### src/rtl/bus_pkg.sv
// -----------------------------------------------------------------------------
// bus_pkg
// Shared definitions for the system bus: master count, owner index type,
// arbiter state encoding and the active-low request/grant levels.
// Optional feature macro used by the arbiter: BUS_ARB_PARK_EN.
// -----------------------------------------------------------------------------
package bus_pkg;

    localparam int BUS_MASTER_CNT = 4;
    localparam int BUS_IDX_W      = $clog2(BUS_MASTER_CNT);

    // Bus handshake levels: requests and grants are active-low.
    localparam logic ENABLE_  = 1'b0;
    localparam logic DISABLE_ = 1'b1;

    typedef logic [BUS_IDX_W-1:0] bus_master_idx_t;

    typedef enum logic {
        ARB_IDLE = 1'b0,
        ARB_OWN  = 1'b1
    } bus_arb_state_t;

endpackage : bus_pkg

### src/rtl/bus_arb_rr_pick.sv
// -----------------------------------------------------------------------------
// bus_arb_rr_pick
// Combinational round-robin pick. Searches base+1, base+2, ..., base+MASTER_CNT
// (modulo MASTER_CNT) for the first master with req_ low, so the base master is
// considered last.
// Ports:
//   req_    - per-master request, active-low
//   base    - rotation base (current owner)
//   pick    - index of the first requesting master in rotation order
//   any_req - high when at least one req_ is low
// -----------------------------------------------------------------------------
module bus_arb_rr_pick
    import bus_pkg::*;
#(
    parameter int MASTER_CNT = BUS_MASTER_CNT,
    parameter int IDX_W      = $clog2(MASTER_CNT)
) (
    input  logic [MASTER_CNT-1:0] req_,
    input  logic [IDX_W-1:0]      base,
    output logic [IDX_W-1:0]      pick,
    output logic                  any_req
);

    logic [MASTER_CNT-1:0] rot;     // active-high requests, bit k = master base+1+k
    int                    k_sel;
    logic                  found;

    always_comb begin
        // NOTE: every output of a combinational block gets a default first so
        // no path through the loops leaves a value held, which would infer a latch.
        rot     = '0;
        k_sel   = 0;
        found   = 1'b0;
        pick    = '0;
        any_req = 1'b0;

        // Rotate so that position 0 is the master just after the base.
        for (int k = 0; k < MASTER_CNT; k++) begin
            int j;
            j = (int'(base) + 1 + k) % MASTER_CNT;
            rot[k] = (req_[j[IDX_W-1:0]] == ENABLE_);
        end

        // Priority-encode: lowest rotated position wins.
        for (int k = 0; k < MASTER_CNT; k++) begin
            if (!found && rot[k]) begin
                found = 1'b1;
                k_sel = k;
            end
        end

        // Un-rotate back to a master index.
        pick    = IDX_W'((int'(base) + 1 + k_sel) % MASTER_CNT);
        any_req = found;
    end

endmodule : bus_arb_rr_pick

### src/rtl/bus_arbiter.sv
// -----------------------------------------------------------------------------
// bus_arbiter
// Round-robin arbiter for the shared system bus using the active-low req_/grnt_
// handshake. The owner keeps the bus until it drops req_; the next owner is the
// first requester after it in rotation order. grnt_ and owner_vld are decoded
// from registers only, so there is no combinational req_ -> grnt_ path.
//
// Configuration macro: BUS_ARB_PARK_EN
//   defined   - grant stays parked on the last owner when nobody requests;
//               reset parks the grant on master 0.
//   undefined - arbiter returns to ARB_IDLE with no grant when nobody requests.
//
// Ports:
//   clk       - system clock, rising edge
//   rst       - asynchronous reset, active-high
//   req_      - per-master bus request, active-low
//   grnt_     - per-master grant, active-low, at most one bit low
//   owner     - index of the current owner (master mux select)
//   owner_vld - high while any grant is asserted
// -----------------------------------------------------------------------------
module bus_arbiter
    import bus_pkg::*;
#(
    parameter int MASTER_CNT = BUS_MASTER_CNT,
    parameter int IDX_W      = $clog2(MASTER_CNT)
) (
    input  logic                  clk,
    input  logic                  rst,
    input  logic [MASTER_CNT-1:0] req_,
    output logic [MASTER_CNT-1:0] grnt_,
    output logic [IDX_W-1:0]      owner,
    output logic                  owner_vld
);

`ifdef BUS_ARB_PARK_EN
    localparam bus_arb_state_t RST_STATE = ARB_OWN;
`else
    localparam bus_arb_state_t RST_STATE = ARB_IDLE;
`endif

    bus_arb_state_t   state;
    logic [IDX_W-1:0] pick;
    logic             any_req;

    bus_arb_rr_pick #(
        .MASTER_CNT (MASTER_CNT),
        .IDX_W      (IDX_W)
    ) u_pick (
        .req_    (req_),
        .base    (owner),
        .pick    (pick),
        .any_req (any_req)
    );

    // NOTE: state registers use non-blocking assignments so every register
    // samples pre-edge values, independent of statement order.
    always_ff @(posedge clk or posedge rst) begin
        if (rst) begin
            state <= RST_STATE;
            owner <= '0;
        end else begin
            unique case (state)
                ARB_IDLE: begin
                    if (any_req) begin
                        owner <= pick;
                        state <= ARB_OWN;
                    end
                end
                ARB_OWN: begin
                    if (req_[owner] == ENABLE_) begin
                        // Owner keeps the bus; no preemption.
                        owner <= owner;
                    end else if (any_req) begin
                        // Owner is not requesting, so the pick is someone else.
                        owner <= pick;
                    end else begin
`ifdef BUS_ARB_PARK_EN
                        owner <= owner;
`else
                        // Owner is kept as the rotation base for the next pick.
                        state <= ARB_IDLE;
`endif
                    end
                end
                default: begin
                    state <= RST_STATE;
                    owner <= '0;
                end
            endcase
        end
    end

    always_comb begin
        grnt_ = {MASTER_CNT{DISABLE_}};
        if (state == ARB_OWN) begin
            grnt_[owner] = ENABLE_;
        end
    end

    assign owner_vld = (state == ARB_OWN);

endmodule : bus_arbiter

### config.mk
export PLATFORM = sky130hd
export DESIGN_NAME = bus_arbiter
export DESIGN_NICKNAME = d
export VERILOG_FILES = /design/src/rtl/bus_pkg.sv /design/src/rtl/bus_arb_rr_pick.sv /design/src/rtl/bus_arbiter.sv
export SDC_FILE = /design/constraint.sdc
export NUM_CORES = 1
export LEC_CHECK = 0
export BUFFER_PORTS_ARGS = -buffer_cell sky130_fd_sc_hd__buf_2
export CAP_MARGIN = 15
export CORE_AREA = 3 3 40 42
export CTS_CLUSTER_SIZE = 20
export DETAILED_ROUTE_END_ITERATION = 7
export DIE_AREA = 0 0 43 45
export MAX_ROUTING_LAYER = met4
export PLACE_DENSITY = 0.45
export RECOVER_POWER = 50
export SYNTH_ARGS = -nofsm -noshare
export SYNTH_HDL_FRONTEND = slang
export SYNTH_SLANG_ARGS = --single-unit
### constraint.sdc
create_clock -name clk -period 4.2 [get_ports clk]
set_clock_uncertainty 0.1 [all_clocks]
set_input_delay 1.26 -clock clk [delete_from_list [all_inputs] [get_ports clk]]
set_output_delay 1.26 -clock clk [all_outputs]
set_load 0.005 [all_outputs]
==> results of run 1 <==
==> path summary, 6_finish.rpt <==
check	from	endpoint	slack (ns)	cells after the start
setup / recovery	owner[0]$_DFFE_PP0P_	grnt_[0]	1.45	4
hold reg to reg	owner[1]$_DFFE_PP0P_	owner[1]$_DFFE_PP0P_	0.56	2
hold / removal	owner[1]$_DFFE_PP0P_	owner[1]$_DFFE_PP0P_	0.56	2
min in group asynchronous	rst	owner_vld$_DFF_PP0_	0.79	2
max in group asynchronous	rst	owner[0]$_DFFE_PP0P_	3.07	2
setup reg to reg	owner[0]$_DFFE_PP0P_	owner[1]$_DFFE_PP0P_	1.96	8
==> where the power goes <==
part | leakage [nW] | total (W) | switching (W) | internal [W]
clock | 0.0150 | 0.0000511 | 0.0000154 | 0.0000356
sequential | 0.0325 | 0.0000676 | 0.0000277 | 0.0000399
combinational | 0.167 | 0.000177 | 0.0000878 | 0.0000894
==> worst max-delay path: stages, from the launching register on <==
cell and delay [ns]:
dfrtp_1 0.58, inv_1 0.20, ha_1 0.24, nand2_1 0.05
buf_2 0.10
==> cell families after synthesis <==
logic type / after synthesis
AO/OA/AOI/OAI: 10
adder cells (fa/ha/maj): 5
buffers and inverters: 7
AND/OR/NAND/NOR: 17
multiplexers: 3
flip-flops: 3
==> cell type report <==
class | instances | area [µm²]
Fill cell | 143 | 835
Timing Repair Buffer | 12 | 58.8
Clock buffer | 4 | 26.3
Inverter | 6 | 23.8
Multi-Input combinational cell | 35 | 248
Sequential cell | 3 | 75.1
Tap cell | 15 | 18.8
==> cells in the mapped netlist <==
master      number  area, µm²
and3_1           1       6.26
nand2b_1         1       6.26
nor2_1           2       7.51
mux4_2           1       22.5
clkinvlp_2       1       5.00
dfrtp_1          3       75.1
a31oi_1          3       18.8
nor3_1           3       15.0
o21a_1           1       7.51
o21ai_0          1       5.00
a21oi_1          2       10.0
nand2_1          7       26.3
inv_1            5       18.8
mux2_1           1       11.3
nand4_1          2       12.5
mux2i_1          1       10.0
o21ai_1          2       10.0
ha_1             5       62.6
o2111ai_1        1       8.76
nand3b_1         1       7.51
buf_2            1       5.00
==> per-stage QoR <==
step / power, W / instance area [µm²] / std cells / worst slack [ns] / util
3_5_place_dp: 0.000251 / 425 / 71 / 1.48 / 0.331
5_1_grt: 0.000337 / 450 / 75 / 1.32 / 0.351
2_1_floorplan: 0.000193 / 352 / 45 / 1.75 / -
6_report: 0.000296 / 450 / 75 / 1.45 / 0.351
3_3_place_gp: 0.000251 / 425 / 71 / 1.47 / 0.331
4_1_cts: 0.000303 / 452 / 75 / 1.43 / 0.352
==> state kept, by name (all words and copies together), names as in the netlist <==
| register | flops |
|---|---|
| owner | 2 |
| owner_vld | 1 |
==> metal layers <==
layer / share of wire / vias to the layer above / wire [µm]
met1: 0.46 / 163 / 377
li1: - / 190 / -
met4: 0 / 0 / 0
met2: 0.49 / 8 / 401
met5: 0 / - / 0
met3: 0.051 / 0 / 42
==> metrics.csv, run 1 <==
metric;value;unit
largest family of logic cells by synthesized area;simple AND/OR/NAND/NOR gates;
simple-gate share of the synthesized area;0.231;
Die Footprint;1940;µm²
Setup TNS;0;ns
Clock Path Buffers;2;
status;finished clean;
min-delay worst type;reg -> reg;
antenna cells;0;
Die H;45;µm
I/O pins;13;
FP Rows;13;
post_cts resized;0;
drt pass-1 iters;4;
Netlist cell types;21;
Hold Slack;0.562;ns
syn_nets;56;
leakage;0.215;nW
number of clock sinks;3;
Synth Area in XOR/XNOR;0;
CP startpoint kind;flop;
antenna-violating nets left;0;
Yosys reg bits;3;
post-synthesis mux area share;0.125;
met2 Use GR;0.156;
number of remaining DRC errors;0;
global routing's busiest layer;met2;
port buffer count;12;
Via Count;361;
H-tree levels;1;
GP Congestion;0.664;
register area share after synthesis;0.214;
P per Cell Area;657;nW/µm²
gr ovfl total;0;
Post-CTS Hold Fix Bufs;0;
commonest non-fill, non-tap cell in the layout;buf_2;
detailed-route vias per instance;4.81;
total count of max-transition violations in the final report;0;
Finish-stage setup viols;0;
vias in the first global route;330;
total CTS buffers;3;
Synth Area per Inst;7.81;µm²
FMAX;363;MHz
max cap viols;0;
GRT met3 Usage;0.0120;
Initial Util;0.274;
Final Cycle Share;0.656;
WL/cell;10.9;µm
Worst-Skew Late Latency;0.23;ns
Tightest Pin Transition;0.406;ns
Req. time, crit path;2.84;ns
endpoint type of the worst setup path;output port;
core area;1280;µm²
Ys Warns;0;
postcts setup bufs;0;
Tmin final;2.75;ns
Nets;72;
post-synthesis adder-cell area fraction;0.178;
final WL;821;µm
met1 usage;0.121;
total track usage;0.101;
First DRT Iteration DRCs;12;
Worst VDD drop;222;µV
Crit Path Category;reg -> out;
clock root buffer;clkbuf_4;
Worst Path Max Fanout;12;
dpl hpwl;647;µm
Reg clk slew, reported paths;0.04;ns
CP arrival;1.39;ns
Netlist Area Pre-Place;352;µm²
most frequent cells in the layout;buf_2, nand2_1, inv_1, ha_1;
initial antenna violation count;0;
first-pass GRT wire length;1400;µm
largest net degree at the start of global routing;13;
synthesized instance count;45;
area grow syn2layout;28.1;%
Synth Area in Compound Gates;0.171;
TritonCTS clock tree;yes;
die width;43;µm
layout cells sized above 1;0.267;
final hold viol count;0;
Slew HR;0.729;
RSZ-0062 raised after global routing;false;
(Power assumes the default switching activity.)
==> run 2, diff against run 1 <==
==> constraint.sdc (replaced) <==
create_clock -name clk -period 2.75 [get_ports clk]
set_clock_uncertainty 0.1 [all_clocks]
set_input_delay 0.825 -clock clk [delete_from_list [all_inputs] [get_ports clk]]
set_output_delay 0.825 -clock clk [all_outputs]
set_load 0.005 [all_outputs]
==> run 2 against run 1 <==
Sequential power up 17%. Hold slack got worse by 0.22 ns. Core utilization grew 0.49 points. Largest cell class unchanged. Via count increased by 1.9%.
==> metrics.csv, run 2 (synthesized netlist as in run 1, its figures left out) <==
metric;value;unit
status;finished clean;
min-delay worst type;in -> async;
Worst Path Max Fanout;8;
initial antenna violation count;0;
final hold viol count;0;
die width;43;µm
Slew HR;0.787;
P per Cell Area;1020;nW/µm²
area grow syn2layout;29.9;%
FMAX;480;MHz
Clock Path Buffers;2;
total track usage;0.101;
Reg clk slew, reported paths;0.04;ns
largest register by flop count;owner;
First DRT Iteration DRCs;7;
CP startpoint kind;input port;
port buffer count;12;
layout cells sized above 1;0.262;
vias in the first global route;350;
endpoint type of the worst setup path;flop;
postcts setup bufs;0;
antenna cells;0;
RSZ-0062 raised after global routing;false;
max cap viols;0;
number of clock sinks;3;
Die H;45;µm
core area;1280;µm²
H-tree levels;1;
max reg flops;2;
Power Total;0.000465;W
detailed-route vias per instance;4.84;
dpl hpwl;635;µm
worst reg2reg path startpoint;owner[1]$_DFFE_PP0P_;
commonest non-fill, non-tap cell in the layout;buf_2;
drt pass-1 iters;4;
Setup TNS;0;ns
total count of max-transition violations in the final report;0;
first-pass GRT wire length;1420;µm
FP Rows;13;
total CTS buffers;3;
most frequent cells in the layout;buf_2, nand2_1, inv_1, ha_1;
Die Footprint;1940;µm²
Initial Util;0.274;
CP arrival;2.09;ns
fin cells;76;
Nets;73;
Final Cycle Share;0.758;
Crit Path Category;in -> reg;
Hold Slack;0.345;ns
Post-Place Cells;72;
Via Count;368;
gr ovfl total;0;
Worst Setup SP;req_[0];
WL/cell;10.9;µm
final WL;826;µm
TritonCTS clock tree;yes;
Worst VDD drop;342;µV
post_cts resized;0;
antenna-violating nets left;0;
I/O pins;13;
number of remaining DRC errors;0;
Tmin final;2.08;ns
clock root buffer;clkbuf_4;
largest net degree at the start of global routing;12;
Post-CTS Hold Fix Bufs;0;
Tightest Pin Transition;0.320;ns
Worst-Skew Late Latency;0.23;ns
GP Congestion;0.707;
Finish-stage setup viols;0;
leakage;0.217;nW
Req. time, crit path;2.76;ns
## run 2: cell types whose count changed in the layout (fill, tap and decap cells not counted), sizes merged
cell and change:
clkbuf +1
## run 2: final timing paths
path	end	slack [ns]	cells after the start
worst min-delay path	owner_vld$_DFF_PP0_	0.35	2
worst max-delay path	owner[1]$_DFFE_PP0P_	0.67	9
worst max register to register	owner[1]$_DFFE_PP0P_	0.76	9
min in group clk	owner[0]$_DFFE_PP0P_	0.53	2
worst min register to register	owner[0]$_DFFE_PP0P_	0.53	2
max in group asynchronous	owner[0]$_DFFE_PP0P_	2.08	2
## run 2: power by group
part | switching, W | internal [W]
logic | 0.000165 | 0.000145
registers | 0.0000178 | 0.0000614
clock network | 0.0000217 | 0.0000543
total | 0.000204 | 0.000261
## run 2: worst max-delay path, stage by stage
cell       delay (ns)
clkbuf_1         0.26
nor3_1           0.09
o21ai_1          0.14
o2111ai_1        0.15
ha_1             0.25
nand2b_1         0.08
a21oi_1          0.04
a31oi_1          0.15
a31oi_1          0.10
## run 2: metal layers
layer	global-route usage	wire length, µm	up-vias
li1	-	-	193
met1	0.117	366	165
met2	0.150	414	10
met3	0.0398	45	0
met4	0.0542	0	0
met5	-	0	-
## run 2: metrics by stage
stage,cell area [µm²],setup WS [ns],utilization
floorplan,352,0.738,-
global placement,433,0.407,0.337
detailed placement,433,0.440,0.337
CTS,459,0.673,0.357
global route,457,0.496,0.355
finish,457,0.665,0.355
## run 2: layout make-up
cell class | instances | area (µm²)
fill | 135 | 828
multi-input combinational | 35 | 248
sequential | 3 | 75.1
timing repair buffer | 13 | 65.1
clock buffer | 4 | 26.3
inverter | 6 | 23.8
tap | 15 | 18.8
==> run 3, diff against run 2 <==
==> constraint.sdc (replaced) <==
create_clock -name clk -period 2.08 [get_ports clk]
set_clock_uncertainty 0.1 [all_clocks]
set_input_delay 0.624 -clock clk [delete_from_list [all_inputs] [get_ports clk]]
set_output_delay 0.624 -clock clk [all_outputs]
set_load 0.005 [all_outputs]
==> run 3 against run 2 <==
Core utilization is 1.6 points higher. Sequential share of layout area shrank 0.69 points. Sequential power up 19%. First-iteration DRC count grew 14%.
==> metrics.csv, run 3 (synthesized netlist as in run 1, its figures left out) <==
metric;value;unit
Slew HR;0.789;
max reg flops;2;
Hold Slack;0.149;ns
dpl hpwl;672;µm
CP arrival;1.17;ns
Initial Util;0.274;
initial antenna violation count;0;
first-pass GRT wire length;1500;µm
Reg2Reg Setup Slack;0.20;ns
clock group share of total power;0.160;
largest register by flop count;owner;
part of the power in registers;0.147;
vias in the first global route;331;
I/O pins;13;
core area;1280;µm²
sw frac;0.430;
Final Cycle Share;0.911;
met1 usage;0.138;
global routing's busiest layer;met2;
Cell Area, Placed;455;µm²
P per Cell Area;1340;nW/µm²
PnR worst setup slack;0.186;ns
post_cts resized;0;
Nets;76;
Power Total;0.000640;W
number of clock sinks;3;
Crit path largest cell delay;0.33;ns
die width;43;µm
CP Buf/Inv Count;2;
CP Cell Sequence;clkbuf_1 > ha_1 > nand2_1 > buf_2;
Worst-Skew Late Latency;0.23;ns
final WL;884;µm
Tightest Pin Transition;0.316;ns
GP Congestion;0.693;
worst reg2reg path startpoint;owner[0]$_DFFE_PP0P_;
total track usage;0.108;
CP startpoint kind;flop;
detailed-route vias per instance;4.81;
final hold viol count;0;
First DRT Iteration DRCs;8;
reg2reg end;owner[1]$_DFFE_PP0P_;
Finish-stage setup viols;0;
Tmin final;1.89;ns
Worst VDD drop;459;µV
R2R depth;8;
layout cells sized above 1;0.297;
pre-CTS WS;-0.0249;ns
min-delay worst type;in -> async;
Sequential Area;75.1;µm²
Clock Path Buffers;2;
H-tree levels;1;
fin cells;79;
GRT met3 Usage;0.0279;
Req. time, crit path;1.36;ns
gr ovfl total;0;
postcts setup bufs;0;
Sw Pwr;0.000276;W
RSZ-0062 raised after global routing;false;
total count of max-transition violations in the final report;0;
endpoint type of the worst setup path;output port;
filler instances;143;
slowest stage cell, crit path;dfrtp_1;
largest net degree at the start of global routing;11;
max cap viols;0;
CP top delay family;buffers and inverters;
most frequent cells in the layout;buf_2, nand2_1, inv_1, ha_1;
status;finished clean;
total CTS buffers;3;
Logic pwr share;0.693;
antenna cells;0;
Post-CTS Hold Fix Bufs;0;
area grow syn2layout;35.6;%
FP Rows;13;
area of the multi-input gates;248;µm²
number of remaining DRC errors;0;
commonest non-fill, non-tap cell in the layout;buf_2;
port buffer count;12;
Worst Path Max Fanout;5;
clock root buffer;clkbuf_4;
Die Footprint;1940;µm²
met2 Use GR;0.168;
leakage;0.230;nW
FMAX;528;MHz
Reg clk slew, reported paths;0.04;ns
WL/cell;11.2;µm
TritonCTS clock tree;yes;
Int Pwr;0.000365;W
Crit Path Category;reg -> out;
Post-Place Cells;75;
antenna-violating nets left;0;
drt pass-1 iters;4;
Via Count;380;
fin area;477;µm²
Die H;45;µm
==> run 3: area by class of cell <==
type | count | share of cell area
well taps | 15 | 0.0394
clock buffers | 4 | 0.0551
repair buffers | 16 | 0.178
flip-flops and latches | 3 | 0.157
inverters | 6 | 0.0499
multi-input cells | 35 | 0.520
==> run 3: how the worst max path moves through the flow <==
| stage | end | startpoint | cells after the start |
|---|---|---|---|
| final | grnt_[2] | owner[1]$_DFFE_PP0P_ | 4 |
| after detailed placement | owner[1]$_DFFE_PP0P_ | req_[1] | 10 |
| after global routing | owner[1]$_DFFE_PP0P_ | owner[0]$_DFFE_PP0P_ | 8 |
| after floorplan | owner[1]$_DFFE_PP0P_ | owner[0]$_DFFE_PP0P_ | 9 |
| after global placement | owner[1]$_DFFE_PP0P_ | req_[1] | 9 |
| after CTS | owner[1]$_DFFE_PP0P_ | owner[0]$_DFFE_PP0P_ | 8 |
==> run 3: power groups by stage <==
stage                     clock, W  sequential, W  combinational, W
final                     0.000102      0.0000943          0.000444
after global routing      0.000112      0.0000973          0.000513
after CTS                 0.000107      0.0000951          0.000465
after detailed placement         0      0.0000958          0.000459
after global placement           0      0.0000962          0.000457
after floorplan                  0       0.000109          0.000280
==> run 3: through the flow <==
stage,setup TNS [ns],utilization
floorplan,0,-
finish,0,0.371
global route,0,0.371
detailed placement,-0.0249,0.354
CTS,0,0.375
global placement,0,0.354
==> run 3: metal layers <==
layer | vias up | share of wire
li1 | 203 | -
met1 | 165 | 0.46
met2 | 12 | 0.47
met3 | 0 | 0.063
met4 | 0 | 0
met5 | - | 0
